[src/rtl/fixed_mac_pipe.sv]
// Pipelined signed N.M fixed-point multiply-accumulate with rounding, saturation,
// multi-beat dot-product accumulation and valid/ready flow control.
module fixed_mac_pipe #(
  parameter int N     = 4,
  parameter int M     = 23,
  parameter int GUARD = 8,
  parameter int ROUND = 1,
  parameter int SAT   = 1
) (
  input  logic             clk,
  input  logic             reset,
  input  logic             in_valid,
  output logic             in_ready,
  input  logic [N+M-1:0]   a,
  input  logic [N+M-1:0]   b,
  input  logic             in_first,
  input  logic             in_last,
  output logic             out_valid,
  input  logic             out_ready,
  output logic [N+M-1:0]   out,
  output logic             ovf
);

  localparam int W     = N + M;
  localparam int PW    = 2 * W;
  localparam int SW    = W + N;
  localparam int ACC_W = W + N + GUARD;

  localparam logic signed [PW-1:0]    RND_ADD = (ROUND != 0) ? (PW'(1) << (M - 1)) : '0;
  localparam logic signed [ACC_W-1:0] MAX_V   = {{(ACC_W-W+1){1'b0}}, {(W-1){1'b1}}};
  localparam logic signed [ACC_W-1:0] MIN_V   = {{(ACC_W-W+1){1'b1}}, {(W-1){1'b0}}};

  logic                    w_en;
  logic signed [PW-1:0]    w_a_ext;
  logic signed [PW-1:0]    w_b_ext;
  logic signed [PW-1:0]    w_prod;
  logic signed [PW-1:0]    w_rsum;
  logic signed [SW-1:0]    w_s;
  logic signed [ACC_W-1:0] w_s_ext;
  logic signed [ACC_W-1:0] w_acc_next;
  logic                    w_hi;
  logic                    w_lo;
  logic [W-1:0]            w_out_d;
  logic                    w_unused_lsbs;

  logic signed [PW-1:0]    r_p1;
  logic                    r_v1;
  logic                    r_f1;
  logic                    r_l1;
  logic signed [ACC_W-1:0] r_acc;
  logic                    r_out_valid;
  logic                    r_ovf;
  logic [W-1:0]            r_out;

  // Handshake: a beat transfers when in_valid & in_ready; a result transfers when
  // out_valid & out_ready. The whole pipeline advances only when the output
  // register is empty or being drained, so a stalled result freezes every stage.
  assign w_en     = ~r_out_valid | out_ready;
  assign in_ready = w_en;

  assign w_a_ext = {{W{a[W-1]}}, a};
  assign w_b_ext = {{W{b[W-1]}}, b};
  assign w_prod  = w_a_ext * w_b_ext;

  // Top SW bits of the rounded product are the arithmetic shift right by M.
  assign w_rsum        = r_p1 + RND_ADD;
  assign w_s           = w_rsum[PW-1:M];
  assign w_unused_lsbs = ^w_rsum[M-1:0];
  assign w_s_ext       = {{(ACC_W-SW){w_s[SW-1]}}, w_s};
  assign w_acc_next    = r_f1 ? w_s_ext : (r_acc + w_s_ext);

  assign w_hi = (w_acc_next > MAX_V);
  assign w_lo = (w_acc_next < MIN_V);

  always_comb begin
    w_out_d = w_acc_next[W-1:0];
    if (SAT != 0) begin
      if (w_hi) begin
        w_out_d = MAX_V[W-1:0];
      end else if (w_lo) begin
        w_out_d = MIN_V[W-1:0];
      end
    end
  end

  always_ff @(posedge clk or posedge reset) begin
    if (reset) begin
      r_p1 <= '0;
      r_v1 <= 1'b0;
      r_f1 <= 1'b0;
      r_l1 <= 1'b0;
    end else if (w_en) begin
      r_p1 <= w_prod;
      r_v1 <= in_valid;
      r_f1 <= in_first;
      r_l1 <= in_last;
    end
  end

  always_ff @(posedge clk or posedge reset) begin
    if (reset) begin
      r_acc <= '0;
    end else if (w_en && r_v1) begin
      r_acc <= w_acc_next;
    end
  end

  // out/ovf only change on a last beat so they stay meaningful between sums.
  always_ff @(posedge clk or posedge reset) begin
    if (reset) begin
      r_out_valid <= 1'b0;
      r_ovf       <= 1'b0;
      r_out       <= '0;
    end else if (w_en) begin
      r_out_valid <= r_v1 & r_l1;
      if (r_v1 && r_l1) begin
        r_ovf <= w_hi | w_lo;
        r_out <= w_out_d;
      end
    end
  end

  assign out_valid = r_out_valid;
  assign out       = r_out;
  assign ovf       = r_ovf;

endmodule

[config.mk]
export PLATFORM = sky130hd
export DESIGN_NAME = fixed_mac_pipe
export DESIGN_NICKNAME = d
export VERILOG_FILES = /design/src/rtl/fixed_mac_pipe.sv
export SDC_FILE = /design/constraint.sdc
export NUM_CORES = 2
export LEC_CHECK = 0
export CAP_MARGIN = 20
export CORE_AREA = 4 4 216 323
export DETAILED_ROUTE_END_ITERATION = 10
export DIE_AREA = 0 0 220 327
export PLACE_DENSITY = 0.66
export RECOVER_POWER = 25
export SYNTH_ARGS = -nofsm -noshare
export SYNTH_HDL_FRONTEND = slang
export SYNTH_SLANG_ARGS = --single-unit
[constraint.sdc]
create_clock -name clk -period 4.8 [get_ports clk]
set_input_delay 0.72 -clock clk [delete_from_list [all_inputs] [get_ports clk]]
set_output_delay 0.72 -clock clk [all_outputs]
set_load 0.05 [all_outputs]
* Word-level counts from Yosys, hierarchy flattened
Index checks and enable logic that the tools add are counted.
** Storage, ports and cells
- Output and inout bits :: 30
- Input bits :: 60
- Logic and storage cells :: 23
- Bits in registers :: 125
** Operators by class
- $lt $le $gt $ge :: 2
- $add $sub $neg :: 2
- Mux-type cells :: 3
- $mul :: 1
- Bitwise operators :: 4
- Reductions and logical operators :: 3
** Operators with widths (number)
- adder 54 x 24 -> 54 bit (second input constant) :: 1
- multiplier 27 x 27 -> 54 bit :: 1
- 2-to-1 mux 27 bit :: 2
- adder 39 x 31 -> 39 bit :: 1
- greater-than comparator 39 x 27 -> 1 bit (second input constant) :: 1
- < comparator 39 x 27 -> 1 bit (second input constant) :: 1
- 2-to-1 mux 39 bit :: 1
- logical AND 1 bit :: 2
- bitwise OR 1 bit :: 2
- AND reduction 2 bit :: 1
- AND 1 bit :: 1
- inverter 1 bit :: 1

* Longest topological paths before layout
- Word-level depth :: 6
- Depth in mapped cells :: 29
- Depth with buffers taken out :: 27

* Worst setup path after synthesis
No wires, ideal clock.
- Path kind :: input to register
- From :: in b[7]
- To :: reg r_p1[47]
- Arrival time :: 7.365 ns
- Slack :: -2.698 ns
- Library setup time :: 0.133 ns
- Buffers on the path :: 2
- Required time :: 4.667 ns
- Cell stages on the path :: 27
- Cells stage by stage :: clkbuf_1 -> clkbuf_1 -> nand2_1 -> fa_1 -> inv_1 -> fa_1 -> inv_1 -> fa_1 -> fa_1 -> inv_1 -> fa_1 -> fa_1 -> inv_1 -> fa_1 -> inv_1 -> ha_1 -> a21o_1 -> a21o_1 -> a21o_1 -> o2bb2ai_1 -> a21oi_1 -> a21oi_1 -> a211o_1 -> a221oi_1 -> o21ba_2 -> xor2_1 -> o21ai_0
** Between the ends
- Cells in the longest elaborated chain, start to end :: 1
** Ends and longest elaborated chain
- from (decl) :: RTL line 15 : input logic [N+M-1:0] b,
- multiplier 27 x 27 -> 54 bit :: RTL line 63 : assign w_prod = w_a_ext * w_b_ext;
- to (signal assigned) :: RTL line 93 : r_p1 <= w_prod;
- to (decl) :: RTL line 46 : logic signed [PW-1:0] r_p1;
Every way passes these cells.
A chain may end at the register's enable or synchronous reset.

* Final worst setup path
- From :: in b[6]
- To :: reg r_p1[50]
Same word-level chain as after synthesis.

==> results.yml <==
routing:
  wl_per_cell_um: 19.8
  ant_nets: 0
  drtPass1Iterations: 6
  drc: 0
  vias: 27700
  wirelength_um: 103000
  via_per_inst: 5.34
  drt_iter0_drc: 1560
finish:
  area_delta_synth_final_pct: 30.9
  nets: 5308
  final_layout_size_suffix_gt1_share_pct: 27.4
  fin_cells: 5186
  mostFrequentLayoutCells: "793 x inv_1, 691 x fa_1, 503 x nand2_1"
  mostFrequentLayoutCell: "inv_1"
sta:
  max_freq_ghz: 0.141
  rsz0062_at_grt: "true"
  worstMarginPinSlew_ns: 1.52
  setup_viol: 56
  tns_ns: -61.04
  finalMaxSlewViolations: 57
  max_slew_margin_pct: -1.01
  worst_slack_ns: -2.31
  period_share_pct: 148
  fin_worst_skew_ns: 0.00907
  hold_viol: 0
  final.min_clock_period_ns: 7.11
critical_path:
  path_max_fanout: 5
  cp_top_family: "adder cells"
  cp.buffers_inverters: 4
  cp_data_arrival_time_ns: 7.35
  rrSetupSlack_ns: -0.06
  slowest_delay_ns: 0.62
  crit_path_frequent_cell: "fa_2"
  path_cells: "buf_6 -> bufbuf_16 -> nand2_1 -> fa_1 -> fa_2 -> fa_2 -> fa_2 -> inv_1 -> fa_2 -> fa_1 -> fa_2 -> ha_1 -> a21oi_4 -> o21ai_2 -> or3b_4 -> nand4_1 -> a21oi_4 -> a21oi_2 -> a21o_1 -> o41a_1 -> buf_4 -> a21oi_2 -> xor2_1 -> o21ai_1"
  cp.required_ns: 5.04
  worstSetupEndpointType: "flip-flop"
  critPathLaunchType: "input pin"
  slowest_stage: "fa_2"
  path_class: "input pin to flip-flop"
placed_design:
  dp.cells: 4994
  dp_hpwl_um: 74100
  place.port_buffers: 89
  pre_cts_slack_ns: -2.95
  finalWeightedCongestion: 0.912
synth:
  synth.area.mux_share_pct: 0.370
  synth_compound_area_share_pct: 7.61
  seq_area_frac_synth_pct: 7.79
  synth.cell_area_sq_um: 33100
  synthArstFlopShare_pct: 100
  ys_types: 74
  synth_seq_cells: 103
  yosys.area_share.adder_pct: 53.3
  synth_edf_count: 0
  synthCells: 3731
  synth_fp_nets: 4744
  synth_simple_gate_area_share_pct: 16.0
  ys.warnings.count: 0
  synth_top_family_by_area: "adder cells"
  synth-xor-area-share_pct: 2.80
  synth.avg_cell_area_sq_um: 8.87
  synth_top_flop_cell: "dfrtp_1"
grt:
  grt_max_degree: 82
  grt_first_pass_wirelength_um: 160000
  grt_pass1_vias: 30400
  antenna_found_initial: 1
  gr-usage-all-layers_pct: 28.4
  grt.overflow.total: 0
floorplanning:
  start_util_pct: 49.6
  die_y_um: 327
  core_sq_um: 66800
  die_area_sq_um: 71900
  ios: 90
  rows: 116
  die_width_um: 220
clocking:
  cts_sinks: 103
  cts_root_buffer: "clkbuf_16"
  cts-buffers-inserted: 9
  cts_max_level: 3
  ctsHoldBuffers: 0
  clock_latency_ns: 0.37
  cts.clk_slew.worst_paths_ns: 0.08
  clockBufferDepth: 2
  cts_tree: "done"
hold_path:
  min_path_type: "flip-flop to flip-flop"
run:
  maxCapViolCount: 1
run_status:
  status: "complete, but fails checks"
  violations: "max-capacitance violations, max-slew violations, negative setup slack"
-- cell usage after synthesis (5+ instances only) --
library cell / n / area [sq um]
nor3_1: 16 / 80.1
nor2_1: 138 / 518
dfrtp_1: 103 / 2580
nor2b_1: 12 / 75.1
nand2_1: 538 / 2020
xor2_1: 41 / 359
xnor2_1: 61 / 534
a311oi_2: 20 / 300
ha_1: 192 / 2400
nor4_1: 5 / 31.3
o21ai_0: 111 / 556
nand4_1: 24 / 150
a31oi_1: 7 / 43.8
inv_1: 873 / 3280
nand2b_1: 13 / 81.3
buf_2: 12 / 60.1
o21a_1: 11 / 82.6
o211ai_1: 11 / 82.6
buf_1: 8 / 30.0
a211oi_1: 34 / 255
a21oi_1: 112 / 561
mux2i_1: 10 / 100
nand3_1: 25 / 125
and3_1: 13 / 81.3
clkbuf_1: 165 / 619
a311oi_1: 7 / 61.3
fa_1: 761 / 15200
o21bai_1: 11 / 82.6
or3_1: 6 / 37.5
and2_1: 301 / 1880
a21o_1: 19 / 143
-- per-stage QoR --
stage / hold WS, ns / utilization [%] / area, sq um
after global routing: 0.517 / 64.9 / 43300
final: 0.479 / 64.9 / 43300
after detailed placement: 0.469 / 58.6 / 39100
after floorplan: 0.454 / - / 34400
after CTS: 0.488 / 62.5 / 41700
after global placement: 0.460 / 58.6 / 39100
-- worst reg2reg max path: stages (launching register included) --
cell and delay (ns):
dfrtp_1 0.42, ha_2 0.21, and4_4 0.26, nand3_4 0.08, or3_4 0.47, nor2_4 0.18
xor2_4 0.23, ha_4 0.21, nand4_1 0.13, buf_4 0.16, buf_4 0.13, nor2_1 0.13
a21oi_2 0.08, o21ai_2 0.10, a21oi_4 0.07, o211a_1 0.25, a221oi_2 0.32, buf_4 0.19
o2111ai_2 0.15, nor4_4 0.34, buf_6 0.19, buf_12 0.15, a211oi_1 0.09, a311oi_2 0.25
-- path summary, 6_finish.rpt --
check,from,endpoint,cells after the start
hold reg to reg,out[26],out[26],2
max in group asynchronous,reset,out[10],4
setup / recovery,b[6],r_p1[50],24
setup reg to reg,r_p1[22],out[11],23
min in group asynchronous,reset,r_acc[31],2
hold / removal,out[26],out[26],2
-- routing by layer --
metal	GRT usage (%)	share of wire (%)
met4	16.1	8.2
met5	0	0
met1	32.8	35
met3	4.06	6.3
met2	50.0	50
-- sequential cells by signal, summed over array words and instances (netlist names) --
register / flops
ovf: 1
r_l1: 1
r_acc: 39
r_v1: 1
out_valid: 1
r_p1: 32
out: 27
r_f1: 1
-- repair_timing --
action,CTS,global route
pin swaps,133,196
setup buffers,78,51
resized for setup,463,329
setup endpoints to repair,59,60
cloned,41,11
-- kinds of logic (layout without fill, tap and decap cells) --
logic type | count (synthesis) | after routing
AO/OA/AOI/OAI | 384 | 384
XOR/XNOR | 104 | 104
buffers and inverters | 1064 | 1633
multiplexers | 12 | 12
flip-flops | 103 | 103
other | 0 | 1
adder cells (fa/ha/maj) | 953 | 953
AND/OR/NAND/NOR | 1111 | 1111
-- final cells by class --
| class | count | area (sq um) |
|---|---|---|
| inverters | 873 | 3280 |
| multi-input cells | 2564 | 28300 |
| flip-flops and latches | 103 | 2580 |
| clock inverters | 6 | 72.6 |
| clock buffers | 10 | 239 |
| repair buffers | 744 | 7810 |
| well taps | 885 | 1110 |
| fillers | 5262 | 23400 |
| diodes | 1 | 2.50 |
Power is not shown: default switching activity piles up to over one toggle a cycle in this logic, so the estimate is an artifact.
